`src/rtl/mem_arbiter_mb.sv`:
```
// N-channel arbiter onto one byte-wide synchronous RAM.
// Serves 1/2/4-byte little-endian reads and writes, one byte per cycle.
module mem_arbiter_mb #(
  parameter int NCH        = 2,
  parameter int ADDR_W     = 32,
  parameter int RAM_ADDR_W = 17,
  parameter int DAT_W      = 8,
  parameter int RR_MODE    = 0
) (
  input  logic                  clk,
  input  logic                  rst,
  input  logic                  en,
  input  logic [NCH-1:0]        iReq,
  input  logic [NCH-1:0]        iRw,
  input  logic [2*NCH-1:0]      iLen,
  input  logic [ADDR_W*NCH-1:0] iAdd,
  input  logic [32*NCH-1:0]     iDat,
  output logic [NCH-1:0]        oDone,
  output logic [31:0]           oRData,
  output logic                  oBusy,
  output logic [NCH-1:0]        oGrant,
  output logic                  oRAM_Rw,
  output logic [RAM_ADDR_W-1:0] oRAM_Add,
  output logic [DAT_W-1:0]      oRAM_Dat,
  input  logic [DAT_W-1:0]      iRAM_Dat
);

  localparam int CW = $clog2(NCH);

  typedef enum logic [1:0] {
    IDLE,
    XFER,
    TAIL,
    DONE
  } st_t;

  st_t                   st_q, st_d;
  logic                  rw_q, rw_d;
  logic [2:0]            nb_q, nb_d;
  logic [2:0]            cnt_q, cnt_d;
  logic [RAM_ADDR_W-1:0] add_q, add_d;
  logic [31:0]           dat_q, dat_d;
  logic [CW-1:0]         rr_q, rr_d;
  logic [NCH-1:0]        done_q, done_d;
  logic [NCH-1:0]        gnt_q, gnt_d;
  logic                  busy_q, busy_d;
  logic [31:0]           rdata_q, rdata_d;
  logic                  ram_rw_q, ram_rw_d;
  logic [RAM_ADDR_W-1:0] ram_add_q, ram_add_d;
  logic [DAT_W-1:0]      ram_dat_q, ram_dat_d;

  logic [NCH-1:0] elig;
  logic           found;
  logic [CW-1:0]  win;
  logic [1:0]     xidx;
  logic [1:0]     tidx;

  assign oDone    = done_q;
  assign oRData   = rdata_q;
  assign oBusy    = busy_q;
  assign oGrant   = gnt_q;
  assign oRAM_Rw  = ram_rw_q;
  assign oRAM_Add = ram_add_q;
  assign oRAM_Dat = ram_dat_q;

  // A channel whose done pulse is showing sits out one arbitration.
  always_comb begin
    elig  = iReq & ~done_q;
    found = 1'b0;
    win   = '0;
    if (RR_MODE != 0) begin
      for (int k = 1; k <= NCH; k++) begin
        if (!found && elig[(int'(rr_q) + k) % NCH]) begin
          found = 1'b1;
          win   = CW'((int'(rr_q) + k) % NCH);
        end
      end
    end else begin
      for (int j = 0; j < NCH; j++) begin
        if (elig[j]) begin
          found = 1'b1;
          win   = CW'(j);
        end
      end
    end
  end

  always_comb begin
    st_d      = st_q;
    rw_d      = rw_q;
    nb_d      = nb_q;
    cnt_d     = cnt_q;
    add_d     = add_q;
    dat_d     = dat_q;
    rr_d      = rr_q;
    done_d    = '0;
    gnt_d     = gnt_q;
    busy_d    = busy_q;
    rdata_d   = rdata_q;
    ram_rw_d  = 1'b1;
    ram_add_d = ram_add_q;
    ram_dat_d = ram_dat_q;
    xidx      = cnt_q[1:0] - 2'd2;
    tidx      = nb_q[1:0] - 2'd1;
    unique case (st_q)
      IDLE, DONE: begin
        st_d   = IDLE;
        gnt_d  = '0;
        busy_d = 1'b0;
        if (found) begin
          st_d   = XFER;
          gnt_d  = {{(NCH-1){1'b0}}, 1'b1} << win;
          busy_d = 1'b1;
          rw_d   = iRw[win];
          add_d  = iAdd[ADDR_W*int'(win) +: RAM_ADDR_W];
          dat_d  = iDat[32*int'(win) +: 32];
          cnt_d  = '0;
          case (iLen[2*int'(win) +: 2])
            2'd0:    nb_d = 3'd1;
            2'd1:    nb_d = 3'd2;
            default: nb_d = 3'd4;
          endcase
          if (!iRw[win]) rdata_d = '0;
          if (RR_MODE != 0) rr_d = win;
        end
      end
      XFER: begin
        // Read data lags its address by two edges.
        if (!rw_q && cnt_q >= 3'd2)
          rdata_d[DAT_W*int'(xidx) +: DAT_W] = iRAM_Dat;
        if (cnt_q == nb_q) begin
          if (rw_q) begin
            st_d   = DONE;
            done_d = gnt_q;
            gnt_d  = '0;
            busy_d = 1'b0;
          end else begin
            st_d = TAIL;
          end
        end else begin
          ram_add_d = add_q + RAM_ADDR_W'(cnt_q);
          ram_rw_d  = ~rw_q;
          if (rw_q)
            ram_dat_d = dat_q[DAT_W*int'(cnt_q[1:0]) +: DAT_W];
          cnt_d = cnt_q + 3'd1;
        end
      end
      TAIL: begin
        rdata_d[DAT_W*int'(tidx) +: DAT_W] = iRAM_Dat;
        st_d   = DONE;
        done_d = gnt_q;
        gnt_d  = '0;
        busy_d = 1'b0;
      end
    endcase
  end

  always_ff @(posedge clk) begin
    if (!rst) begin
      st_q      <= IDLE;
      rw_q      <= 1'b0;
      nb_q      <= 3'd1;
      cnt_q     <= '0;
      add_q     <= '0;
      dat_q     <= '0;
      rr_q      <= CW'(NCH - 1);
      done_q    <= '0;
      gnt_q     <= '0;
      busy_q    <= 1'b0;
      rdata_q   <= '0;
      ram_rw_q  <= 1'b1;
      ram_add_q <= '0;
      ram_dat_q <= '0;
    end else if (en) begin
      st_q      <= st_d;
      rw_q      <= rw_d;
      nb_q      <= nb_d;
      cnt_q     <= cnt_d;
      add_q     <= add_d;
      dat_q     <= dat_d;
      rr_q      <= rr_d;
      done_q    <= done_d;
      gnt_q     <= gnt_d;
      busy_q    <= busy_d;
      rdata_q   <= rdata_d;
      ram_rw_q  <= ram_rw_d;
      ram_add_q <= ram_add_d;
      ram_dat_q <= ram_dat_d;
    end else begin
      // Stalled: keep the RAM from repeating the current write byte.
      ram_rw_q <= 1'b1;
    end
  end

endmodule

```
`config.mk`:
```
export PLATFORM = sky130hd
export DESIGN_NAME = mem_arbiter_mb
export DESIGN_NICKNAME = d
export VERILOG_FILES = /design/src/rtl/mem_arbiter_mb.sv
export SDC_FILE = /design/constraint.sdc
export NUM_CORES = 1
export LEC_CHECK = 0
export BUFFER_PORTS_ARGS = -buffer_cell sky130_fd_sc_hd__buf_2
export CORE_MARGIN = 4
export CORE_UTILIZATION = 40
export CTS_CLUSTER_SIZE = 16
export DETAILED_ROUTE_END_ITERATION = 6
export GPL_TIMING_DRIVEN = 0
export PLACE_DENSITY = 0.68
export REMOVE_ABC_BUFFERS = 1
export SLEW_MARGIN = 20
export SYNTH_ARGS = -nofsm -noshare
export SYNTH_HDL_FRONTEND = slang
export SYNTH_SLANG_ARGS = --single-unit
```
`constraint.sdc`:
```
create_clock -name clk -period 2.4 [get_ports clk]
set_clock_uncertainty 0.15 [all_clocks]
set_input_delay 0.24 -clock clk [delete_from_list [all_inputs] [get_ports clk]]
set_output_delay 0.24 -clock clk [all_outputs]
set_load 0.05 [all_outputs]
```
Word level (Yosys, flattened, before mapping)
Index checks and enable logic that the tools add are counted.

word-level totals
  flip-flop bits (word level) = 121
  input bits = 147
  output and inout bits = 63
  logic and storage cells = 92

cells by class
  add/subtract/negate cells = 6
  $lt $le $gt $ge = 2
  equality and inequality tests = 11
  shift operators = 9
  multiplexer cells = 30
  bitwise logic cells = 7
  reductions and logical operators = 14

operators with widths
  cell                                                                     count
  32-bit 2-to-1 mux                                                        3
  32-bit one-hot mux with 3 select lines                                   1
  5-bit negator with 33-bit output                                         2
  8-bit by 33-bit variable shift with 32-bit output, first input constant  2
  8-bit by 33-bit indexed part select with 32-bit output                   2
  32-bit bitwise mux                                                       2
  64-bit by 7-bit indexed part select with 17-bit output                   1
  64-bit by 7-bit indexed part select with 32-bit output                   1
  32-bit by 6-bit indexed part select with 8-bit output                    1
  17-bit by 3-bit adder with 17-bit output                                 1
  2-bit 2-to-1 mux                                                         6
  2-bit inequality test, second input constant                             6
  2-bit one-hot mux with 3 select lines                                    2
  3-bit one-hot mux with 2 select lines                                    2
  4-bit AND reduction                                                      3
  1-bit 2-to-1 mux                                                         10
  3-bit AND reduction                                                      3
  3-bit 2-to-1 mux                                                         2
  1-bit inverter                                                           5
  2-bit by 1-bit == test with 1-bit output, second input constant          2
  2-bit == test, second input constant                                     2
  2-bit zero test                                                          2
  2-bit one-hot mux with 2 select lines                                    1
  4-bit OR reduction                                                       1
  16 further kinds                                                         16

Longest topological paths before layout
  word-level depth = 8
  gate-level depth with buffers = 9
  depth with buffers taken out = 6

Worst setup path after synthesis
Ideal clock, no wire load.

  kind = register to register
  from = register cnt_q[0]
  to = register rdata_q[11], in the netlist oRData[11]
  library setup time = 0.092 ns
  arrival = 2.139 ns
  data required time = 2.158 ns
  slack = 0.019 ns
  cell stages (with the launch flop) = 10
  path buffers = 3
  clock period less this slack = 2.381 ns
  path through = dfxtp_1 -> buf_4 -> buf_2 -> inv_1 -> ha_1 -> nor4bb_1 -> clkbuf_1 -> a32o_1 -> a22oi_1 -> o32ai_1

between the ends
  cells in the longest elaborated chain, start to end = 6
  elaborated cells between the ends (all ways) = 11
  classes of those cells = 2 x add/sub; 1 x order compare; 1 x eq/ne; 2 x shift; 3 x mux; 2 x reduce/logical

ends and longest elaborated chain
  item                                                                                                                                line  RTL
  start: declaration                                                                                                                  40    logic [2:0] cnt_q, cnt_d;
  start signal: assignment                                                                                                            178   cnt_q <= cnt_d;
  2-bit subtractor                                                                                                                    103   xidx = cnt_q[1:0] - 2'd2;
  5-bit negator with 33-bit output                                                                                                    130   rdata_d[DAT_W*int'(xidx) +: DAT_W] = iRAM_Dat;
  8-bit by 33-bit indexed part select with 32-bit output / 8-bit by 33-bit variable shift with 32-bit output (equally long branches)  130
  32-bit bitwise mux                                                                                                                  130
  32-bit 2-to-1 mux                                                                                                                   129   if (!rw_q && cnt_q >= 3'd2)
  32-bit one-hot mux with 3 select lines                                                                                              105   unique case (st_q)
  end signal: assignment                                                                                                              185   rdata_q <= rdata_d;
  end: declaration                                                                                                                    47    logic [31:0] rdata_q, rdata_d;

Several ways; a longest one is shown, not always the timed one. The select of a mux whose other input is x is not followed.
A chain may end at the register's enable or synchronous reset.

Worst setup path in the final report
  from = register cnt_q[1]
  to = register rdata_q[8], in the netlist oRData[8]

The elaborated chain is that of the path after synthesis.

==> reports/summary.txt <==
status: complete, no violations
upper clock frequency limit: 448 MHz
share of layout cells above drive strength 1: 0.274
Crit. End Element: flip-flop
Max-Cap Viols: 0
Crit Path Class: reg2reg
total number of vias: 7246
H-Tree Depth: 4
Area Growth Syn to Fin: 41.3%
R2R cell count: 7
DP Wirelength: 13.4 mm
Synth cell types: 59
r2r setup slk: 0.17 ns
DR vias/cell: 5.71
Die Y: 137 µm
crit path max fanout: 16
initial antenna violation count: 0
met2 routed WL: 11.0 mm
DR iter-0 viols: 441
Yosys reg bits: 121
Syn Std Cell Area: 6670 µm²
Clock Tree Buf Depth: 2
setup violators final: 0
vias in the first global route: 7051
Hold Crit Class: in2reg
CTS root buf: clkbuf_16
mean area per synthesized cell: 8.35 µm²
first-pass GRT wire length: 35.8 mm
Row Count: 46
Max Transition Viols Final: 0
Yosys Warn Count: 0
starting density of the core: 0.414
slowest CP cell: dfxtp_4
# nets final: 1205
core area: 16100 µm²
cell count after synthesis: 799
Clock transition at path regs: 0.06 ns
Worst EP arrival: 2.42 ns
Seq/Total Area, Yosys: 0.363
# IOs: 210
clock sinks: 121
Port Buffers: 179
reg2reg start: cnt_q[1]
Critical Path Start Type: flip-flop
Period Utilization, post-route: 0.929
PD cells: 695 nW/µm²
Die Width: 137 µm
fillcell total: 1327
# DRC: 0
min-delay src: iLen[2]
DRT antenna net count: 0
crit path buf inv count: 2
GRT overflow: 0
wirelength, routed: 22.9 mm
Total GRT Usage: 0.239
worst path cell trace: inv_1, ha_1, nor4bb_4, buf_4, a22o_1, a22oi_1, o22ai_1
CTS tree: built
final hold slack: 0.0840 ns
Slew HR: 0.555
pin count of the biggest net entering global routing: 75
Max Used Layer: met4
Final Power: 6.56 mW
unrepaired setup endpoints after global routing: no
Crit path largest cell delay: 0.51 ns
WP data required: 2.59 ns
M1 WL: 9.29 mm
die area: 18800 µm²
worst vdd ir: 488 µV
Hold EP: nb_q[0]
Antenna Cells: 0
FF-to-FF End: oRData[8]
latest clock arrival within the worst-skew pair: 0.42 ns
Seq. cell area: 2430 µm²
worst slew pin tran: 0.667 ns
total CTS buffers: 17
Post-synth EDFFs: 0
dominant synthesized flop cell: dfxtp_1
Hold Path Depth: 3
area of the multi-input gates: 3950 µm²
Final Hold Viols: 0
routability cong.: 0.799
cell family with most CP delay: flip-flops
Async SR Flop Fraction: 0
Pleak: 3.94 nW
Final min period: 2.23 ns
TNS Setup: 0 ns
Met3 Routed Length: 2.09 mm
DRT Pass-1 Iters: 5
Routed wire per std cell: 18.0 µm
-- report_power, final --
part | switching [mW] | leakage, nW | internal (mW)
clock network | 1.01 | 0.293 | 1.67
logic | 0.915 | 2.66 | 0.623
registers | 0.152 | 0.988 | 2.19
total | 2.08 | 3.94 | 4.48
-- timing repair --
item	CTS	global route
setup buffers	7	1
setup endpoints to repair	64	48
hold buffers	98	0
pin swaps	3	0
hold endpoints to repair	49	0
gates resized for setup	14	6
cloned	0	1
-- flip-flops by register name, summed over array words and instances (netlist names), 2 cells and up --
register / cells
oRData: 32
oRAM_Add: 17
oGrant: 2
cnt_q: 3
oRAM_Dat: 8
add_q: 17
dat_q: 32
st_q: 2
nb_q: 3
oDone: 2
-- layout make-up --
| type | count | area share |
|---|---|---|
| Clock buffer | 18 | 0.0466 |
| Clock inverter | 13 | 0.0182 |
| Inverter | 27 | 0.0110 |
| Multi-Input combinational cell | 584 | 0.419 |
| Sequential cell | 121 | 0.258 |
| Tap cell | 216 | 0.0287 |
| Timing Repair Buffer | 291 | 0.219 |
-- worst min-delay path: stages --
cell	delay, ns
buf_2	0.08
mux2_2	0.17
o221ai_1	0.11
-- cell usage in the layout, fill, tap and decap left out, drive strengths merged, types with 12 or more instances in the layout --
cell         count
a22o            14
buf            193
a21oi           26
o22ai           25
a311oi          50
dlygate4sd3     98
o21ai           27
inv             28
a31o            25
clkbuf          18
ha              15
a22oi           24
dfxtp          121
nand2          149
mux2i           12
nor2b           35
nor2            57
-- per-stage QoR --
step / std cells / util / setup WS, ns / area, µm²
2_1_floorplan: 731 / - / -2.52 / 6360
3_3_place_gp: 1126 / 0.467 / -4.18 / 7520
3_5_place_dp: 1132 / 0.476 / -1.28 / 7670
4_1_cts: 1268 / 0.582 / 0.0302 / 9380
5_1_grt: 1270 / 0.585 / 0.00903 / 9430
6_report: 1270 / 0.585 / 0.169 / 9430
-- synthesized netlist by cell type (4+ instances only) --
master	count	area (µm²)
a22o_1	14	123
buf_4	8	60.1
dfxtp_1	121	2420
clkbuf_1	38	143
ha_1	15	188
a211oi_1	7	52.6
a311oi_1	50	438
nand3_1	9	45.0
a22oi_1	24	180
nand2_1	148	556
a31o_2	25	219
nor2_1	57	214
o211ai_1	10	75.1
nand4_1	7	43.8
mux4_2	8	180
xor2_1	8	70.1
nor2b_1	35	219
a21oi_1	26	130
mux2i_1	12	120
a21boi_0	9	67.6
o32ai_1	9	78.8
o21ai_0	26	130
nand2b_1	8	50.1
buf_2	19	95.1
xnor2_1	4	35.0
inv_1	26	97.6
o22ai_1	25	156
-- routing by layer --
metal / track usage / vias up
li1: - / 3411
met1: 0.295 / 3419
met2: 0.400 / 362
met3: 0.0710 / 54
met4: 0.0765 / 0
met5: 0 / -
-- worst max-delay path by stage --
stage,cells past startpoint,end,slack [ns],start
6_report,7,oRData[8],0.17,cnt_q[1]
3_5_place_dp,6,oRData[10],-1.28,rst
4_1_cts,4,oRAM_Dat[5],0.03,st_q[0]
3_3_place_gp,5,rw_q,-4.18,iReq[1]
2_1_floorplan,4,rw_q,-2.52,oDone[1]
5_1_grt,6,oRData[3],0.009,cnt_q[1]
-- cell families after synthesis --
| logic type | count (synthesis) | share of synthesized area |
|---|---|---|
| mux | 24 | 0.0523 |
| flops | 121 | 0.363 |
| xor+xnor | 14 | 0.0206 |
| buf+inv | 95 | 0.0626 |
| simple gates | 286 | 0.195 |
| fa+ha+maj | 16 | 0.0311 |
| compound gates | 243 | 0.276 |
Power figures use the tool's default switching activity.
